===== config.mk =====
export PLATFORM = sky130hd
export DESIGN_NAME = gpr_wb_arbiter
export DESIGN_NICKNAME = d
export VERILOG_FILES = /design/src/rtl/gpr_wb_arbiter.sv
export SDC_FILE = /design/constraint.sdc
export NUM_CORES = 1
export LEC_CHECK = 0
export CORE_MARGIN = 4
export CORE_UTILIZATION = 54
export DETAILED_ROUTE_END_ITERATION = 10
export PLACE_DENSITY = 0.87
export SYNTH_ARGS = -nofsm -noshare
export SYNTH_HDL_FRONTEND = slang
export SYNTH_SLANG_ARGS = --single-unit

===== constraint.sdc =====
create_clock -name clk -period 6.4 [get_ports clk]
set_clock_uncertainty 0.15 [all_clocks]
set_input_delay 0.96 -clock clk [delete_from_list [all_inputs] [get_ports clk]]
set_output_delay 0.96 -clock clk [all_outputs]
set_load 0.01 [all_outputs]

===== src/rtl/gpr_wb_arbiter.sv =====
`default_nettype none
// ============================================================================
//  Module      : gpr_wb_arbiter
//  Description : Register-file writeback arbiter. The primary pipeline port has
//                priority; a 2-entry in-order queue holds the secondary writes.
//                Optional macro GPR_WB_TRACE_EN prints each issued write.
//  Revision    : 1.0  initial release
// ============================================================================
module gpr_wb_arbiter (
    input  logic        clk,
    input  logic        reset,
    input  logic        p_we,
    input  logic [4:0]  p_rw,
    input  logic [31:0] p_wd,
    input  logic [31:0] p_pc,
    input  logic        s_valid,
    output logic        s_ready,
    input  logic [4:0]  s_rw,
    input  logic [31:0] s_wd,
    input  logic [31:0] s_pc,
    input  logic [4:0]  q_addr,
    output logic        q_busy,
    output logic        wb_we,
    output logic [4:0]  wb_rw,
    output logic [31:0] wb_wd,
    output logic [31:0] wb_pc
);

    // Queue storage; entry 0 is always the head and valid entries stay packed.
    logic [1:0]  r_valid;
    logic [4:0]  r_rw [2];
    logic [31:0] r_wd [2];
    logic [31:0] r_pc [2];
    logic [1:0]  r_count;

    logic        w_p_issue;
    logic        w_deq;
    logic        w_enq;
    logic        w_issue;
    logic [4:0]  w_iss_rw;
    logic [31:0] w_iss_wd;
    logic [31:0] w_iss_pc;
    logic [1:0]  w_keep;
    logic [1:0]  w_hit;

    logic [1:0]  w_n_valid;
    logic [4:0]  w_n_rw [2];
    logic [31:0] w_n_wd [2];
    logic [31:0] w_n_pc [2];
    logic [1:0]  w_n_count;

    assign s_ready = !reset && (r_count < 2'd2);

    genvar gi;
    generate
        for (gi = 0; gi < 2; gi++) begin : g_busy
            assign w_hit[gi] = r_valid[gi] && (r_rw[gi] == q_addr);
        end
    endgenerate

    assign q_busy = !reset && (q_addr != 5'd0) && (|w_hit);

    always_comb begin
        w_p_issue = p_we && (p_rw != 5'd0);
        w_deq     = !w_p_issue && r_valid[0];
        w_enq     = s_valid && s_ready && (s_rw != 5'd0);
        w_issue   = w_p_issue || w_deq;
        w_iss_rw  = w_p_issue ? p_rw : r_rw[0];
        w_iss_wd  = w_p_issue ? p_wd : r_wd[0];
        w_iss_pc  = w_p_issue ? p_pc : r_pc[0];

        // A primary write to the same register supersedes the older queued value.
        for (int i = 0; i < 2; i++) begin
            w_keep[i] = r_valid[i] && !(w_p_issue && (r_rw[i] == p_rw));
        end
        if (w_deq) begin
            w_keep[0] = 1'b0;
        end

        w_n_valid = 2'b00;
        for (int i = 0; i < 2; i++) begin
            w_n_rw[i] = r_rw[i];
            w_n_wd[i] = r_wd[i];
            w_n_pc[i] = r_pc[i];
        end

        // Compact survivors to the front, then append the new request behind them.
        if (w_keep[0]) begin
            w_n_valid[0] = 1'b1;
            if (w_keep[1]) begin
                w_n_valid[1] = 1'b1;
            end else if (w_enq) begin
                w_n_valid[1] = 1'b1;
                w_n_rw[1]    = s_rw;
                w_n_wd[1]    = s_wd;
                w_n_pc[1]    = s_pc;
            end
        end else if (w_keep[1]) begin
            w_n_valid[0] = 1'b1;
            w_n_rw[0]    = r_rw[1];
            w_n_wd[0]    = r_wd[1];
            w_n_pc[0]    = r_pc[1];
            if (w_enq) begin
                w_n_valid[1] = 1'b1;
                w_n_rw[1]    = s_rw;
                w_n_wd[1]    = s_wd;
                w_n_pc[1]    = s_pc;
            end
        end else if (w_enq) begin
            w_n_valid[0] = 1'b1;
            w_n_rw[0]    = s_rw;
            w_n_wd[0]    = s_wd;
            w_n_pc[0]    = s_pc;
        end

        w_n_count = {1'b0, w_n_valid[0]} + {1'b0, w_n_valid[1]};
    end

    always_ff @(posedge clk) begin
        if (reset) begin
            r_valid <= 2'b00;
            r_count <= 2'd0;
            for (int i = 0; i < 2; i++) begin
                r_rw[i] <= 5'd0;
                r_wd[i] <= 32'd0;
                r_pc[i] <= 32'd0;
            end
            wb_we <= 1'b0;
            wb_rw <= 5'd0;
            wb_wd <= 32'd0;
            wb_pc <= 32'd0;
        end else begin
            r_valid <= w_n_valid;
            r_count <= w_n_count;
            for (int i = 0; i < 2; i++) begin
                r_rw[i] <= w_n_rw[i];
                r_wd[i] <= w_n_wd[i];
                r_pc[i] <= w_n_pc[i];
            end
            wb_we <= w_issue;
            if (w_issue) begin
                wb_rw <= w_iss_rw;
                wb_wd <= w_iss_wd;
                wb_pc <= w_iss_pc;
            end
`ifdef GPR_WB_TRACE_EN
            if (w_issue) begin
                $display("@%08h: $%2d <= %08h", w_iss_pc, w_iss_rw, w_iss_wd);
            end
`else
`endif
        end
    end

endmodule
`default_nettype wire

==> run summary <==
Fin worst setup slack: 1.742 ns
Vias: 7858
Worst hold margin: 0.3204 ns
Reg clk slew, reported paths: 0.06 ns
First-pass GRT wire length: 37950 um
Final slew viol count: 0
R2R setup slack: 3.07 ns
Crit end category: register
Hold Path Sink: r_pc[0][45]
Worst Max-Slew Pin Slew: 1.061 ns
IO Count: 219
Hold crit path type: reg2reg
TritonCTS Sinks: 211
Met1 usage: 31.41%
Static Leak: 4.621 nW
Clk buf depth: 3
Mean Syn Cell Area: 9.211 um2
Run status: completed
Crit path cell chain: clkdlybuf4s50_1 -> or4_1 -> o21ai_4 -> o41ai_4 -> buf_4 -> a21boi_4 -> buf_4 -> nor2_1 -> a211oi_1
Initial DRC Count: 514
Crit path top cell by count: buf_4
Peak supply drop: 0.1680 mV
DP HPWL: 14800 um
Crit Reg-Reg Endpoint: r_wd[0][14]
Die Ht: 137.4 um
DR vias/cell: 5.732
Dpl ws: 1.247 ns
Layout cells sized above 1: 4.778%
FF-to-FF Start: r_rw[0][8]
Final Power: 3.182 mW
Drt wl/cell: 17.39 um
R2R depth: 7
Relative slew margins: 29.29%
Post-Syn Nets: 1128
First-pass DRT Iterations: 5
Post-DRT Antenna Nets: 0
Setup TNS Final: 0 ns
WP data required: 6.63 ns
Antenna fix cells: 0
Starting Density: 54.88%
Area growth, synth to finish: 31.83%
EDFF count, synth: 0
Postcts setup bufs: 0
Number of global-route vias before repair: 7668
Resize count post-CTS: 0
M3 GR Usage: 4.967%
Busiest grt layer: met2
Die X: 137.4 um
Initial antenna violation count: 0
Distinct cell type count after synthesis: 31
Synthesis Warnings: 0
Net count, final: 1283
Cells after Synth: 981
Async S/R FF share, synth: 0%
H-tree levels: 1
CP Class: in2reg
Total Routed Length: 23840 um
Hold buffer count at cts: 0
Final period util: 72.78%
Worst Hold Depth: 2
Power per cell area: 267.1 nW/um2
Clk_lat worst skew: 0.50 ns
I/O Buffers: 218
Pin count of the biggest net entering global routing: 138
Slowest stage delay, CP: 0.71 ns
Post-route DRC: 0
#FFs+latches synth: 211
Min-Delay Startpoint: r_pc[0][45]
Post-Syn Area: 9036 um2
Max-Cap Viols: 0
Highest Clock Rate: 214.7 MHz
GPL Wtd Cong: 0.8217
RSZ-0062 raised after global routing: no
Row cnt: 47
CTS Buf Count: 23
Critical-path top delay cell: buf_4
Finished Core Util: 72.35%
Die area: 18870 um2
Root buffer cell: clkbuf_16
Grt ovf: 0
CP startpoint kind: input port
CTS tree: done
Tot GR Track Use: 24.36%
Final hold vios: 0
Core footprint: 16470 um2
Met2 Track Usage GR: 41.25%
Max FO, Critical Path: 94
CP arrival: 4.89 ns
Top FF cell, synth: dfxtp_1
Min Clock Period, post-route: 4.658 ns
Sequential fraction of the synthesis area: 46.75%
Final-report setup violation count: 0
-- per-stage QoR --
| stage | cells | area [um2] |
|---|---|---|
| 2_1_floorplan | 981 | 9036 |
| 3_3_place_gp | 1331 | 11190 |
| 3_5_place_dp | 1331 | 11190 |
| 4_1_cts | 1371 | 11910 |
| 5_1_grt | 1371 | 11910 |
| 6_report | 1371 | 11910 |
-- layout make-up --
class / instances / area [um2]
Fill cell: 1227 / 4553
Clock buffer: 34 / 688.2
Clock inverter: 6 / 32.53
Tap cell: 220 / 275.3
Sequential cell: 211 / 4228
Timing Repair Buffer: 229 / 2266
Multi-Input combinational cell: 671 / 4423
-- synth_stat cells (3+ instances only) --
cell      instances  share of area (%)
a211oi_1        136                 11
dfxtp_1         211                 47
nand3_1          73                4.0
a21oi_1          71                3.9
buf_4             6               0.50
xor2_1           12                1.2
clkbuf_1         65                2.7
nor2_1          146                6.1
xnor2_1           8               0.78
mux2i_1         138                 15
o21ai_0          69                3.8
buf_1             3               0.12
buf_2            22                1.2
-- critical path: cells and delay by family --
family	cells	cell delay (ns)
buffers and inverters	3	1.66
AO/OA/AOI/OAI	4	1.47
AND/OR/NAND/NOR	2	0.73
-- routing by layer --
metal / routed length [um] / share of wire [%] / vias up
met4: 636 / 2.7 / 0
li1: - / - / 3864
met3: 1570 / 6.6 / 44
met5: 0 / 0 / -
met1: 10310 / 43 / 3737
met2: 11320 / 48 / 213
-- registers in the layout (all words and copies together) (netlist names) --
| register | cells |
|---|---|
| r_wd | 64 |
| r_rw | 10 |
| wb_pc | 32 |
| r_count | 1 |
| r_pc | 64 |
| wb_we | 1 |
| r_valid | 2 |
| wb_rw | 5 |
| wb_wd | 32 |
-- logic make-up (layout without fill, tap and decap cells) --
group	count (synthesis)	in the layout	share of synthesized area [%]
compound gates	285	285	20.20
simple gates	225	225	10.51
flops	211	211	46.75
mux	138	138	15.29
buf+inv	99	269	4.846
xor+xnor	22	22	2.299
fa+ha+maj	1	1	0.1108
-- power by group --
part | switching, mW | leakage (nW) | total [mW] | internal [mW]
combinational | 0.230 | 2.53 | 0.473 | 0.243
clock | 0.517 | 0.357 | 1.26 | 0.741
sequential | 0.0575 | 1.73 | 1.45 | 1.39
total | 0.804 | 4.62 | 3.18 | 2.38
-- worst max-delay path by stage --
stage,start,to,depth (start not counted)
after floorplan,p_rw[1],r_pc[0][58],9
after global placement,p_rw[4],r_wd[0][10],9
after detailed placement,p_rw[4],r_wd[0][14],9
after CTS,p_rw[4],r_wd[0][14],9
after global routing,p_rw[4],r_wd[0][14],9
final,p_rw[4],r_wd[0][14],9
-- placed cells by master (no fill, tap or decap), drive strengths merged --
master | Yosys | final
a211oi | 136 | 136
a21boi | 1 | 1
a21o | 1 | 1
a21oi | 71 | 71
a221oi | 1 | 1
buf | 33 | 12
clkbuf | 66 | 34
clkdlybuf4s50 | 0 | 217
clkinv | 0 | 5
clkinvlp | 0 | 1
dfxtp | 211 | 211
maj3 | 1 | 1
mux2i | 138 | 138
nand2 | 1 | 1
nand3 | 73 | 73
nor2 | 146 | 146
nor3 | 1 | 1
nor4 | 2 | 2
o211a | 1 | 1
o211ai | 1 | 1
o21a | 1 | 1
o21ai | 70 | 70
o311ai | 1 | 1
o41ai | 1 | 1
or4 | 2 | 2
xnor2 | 9 | 9
xor2 | 13 | 13
Power figures use the tool's default switching activity.
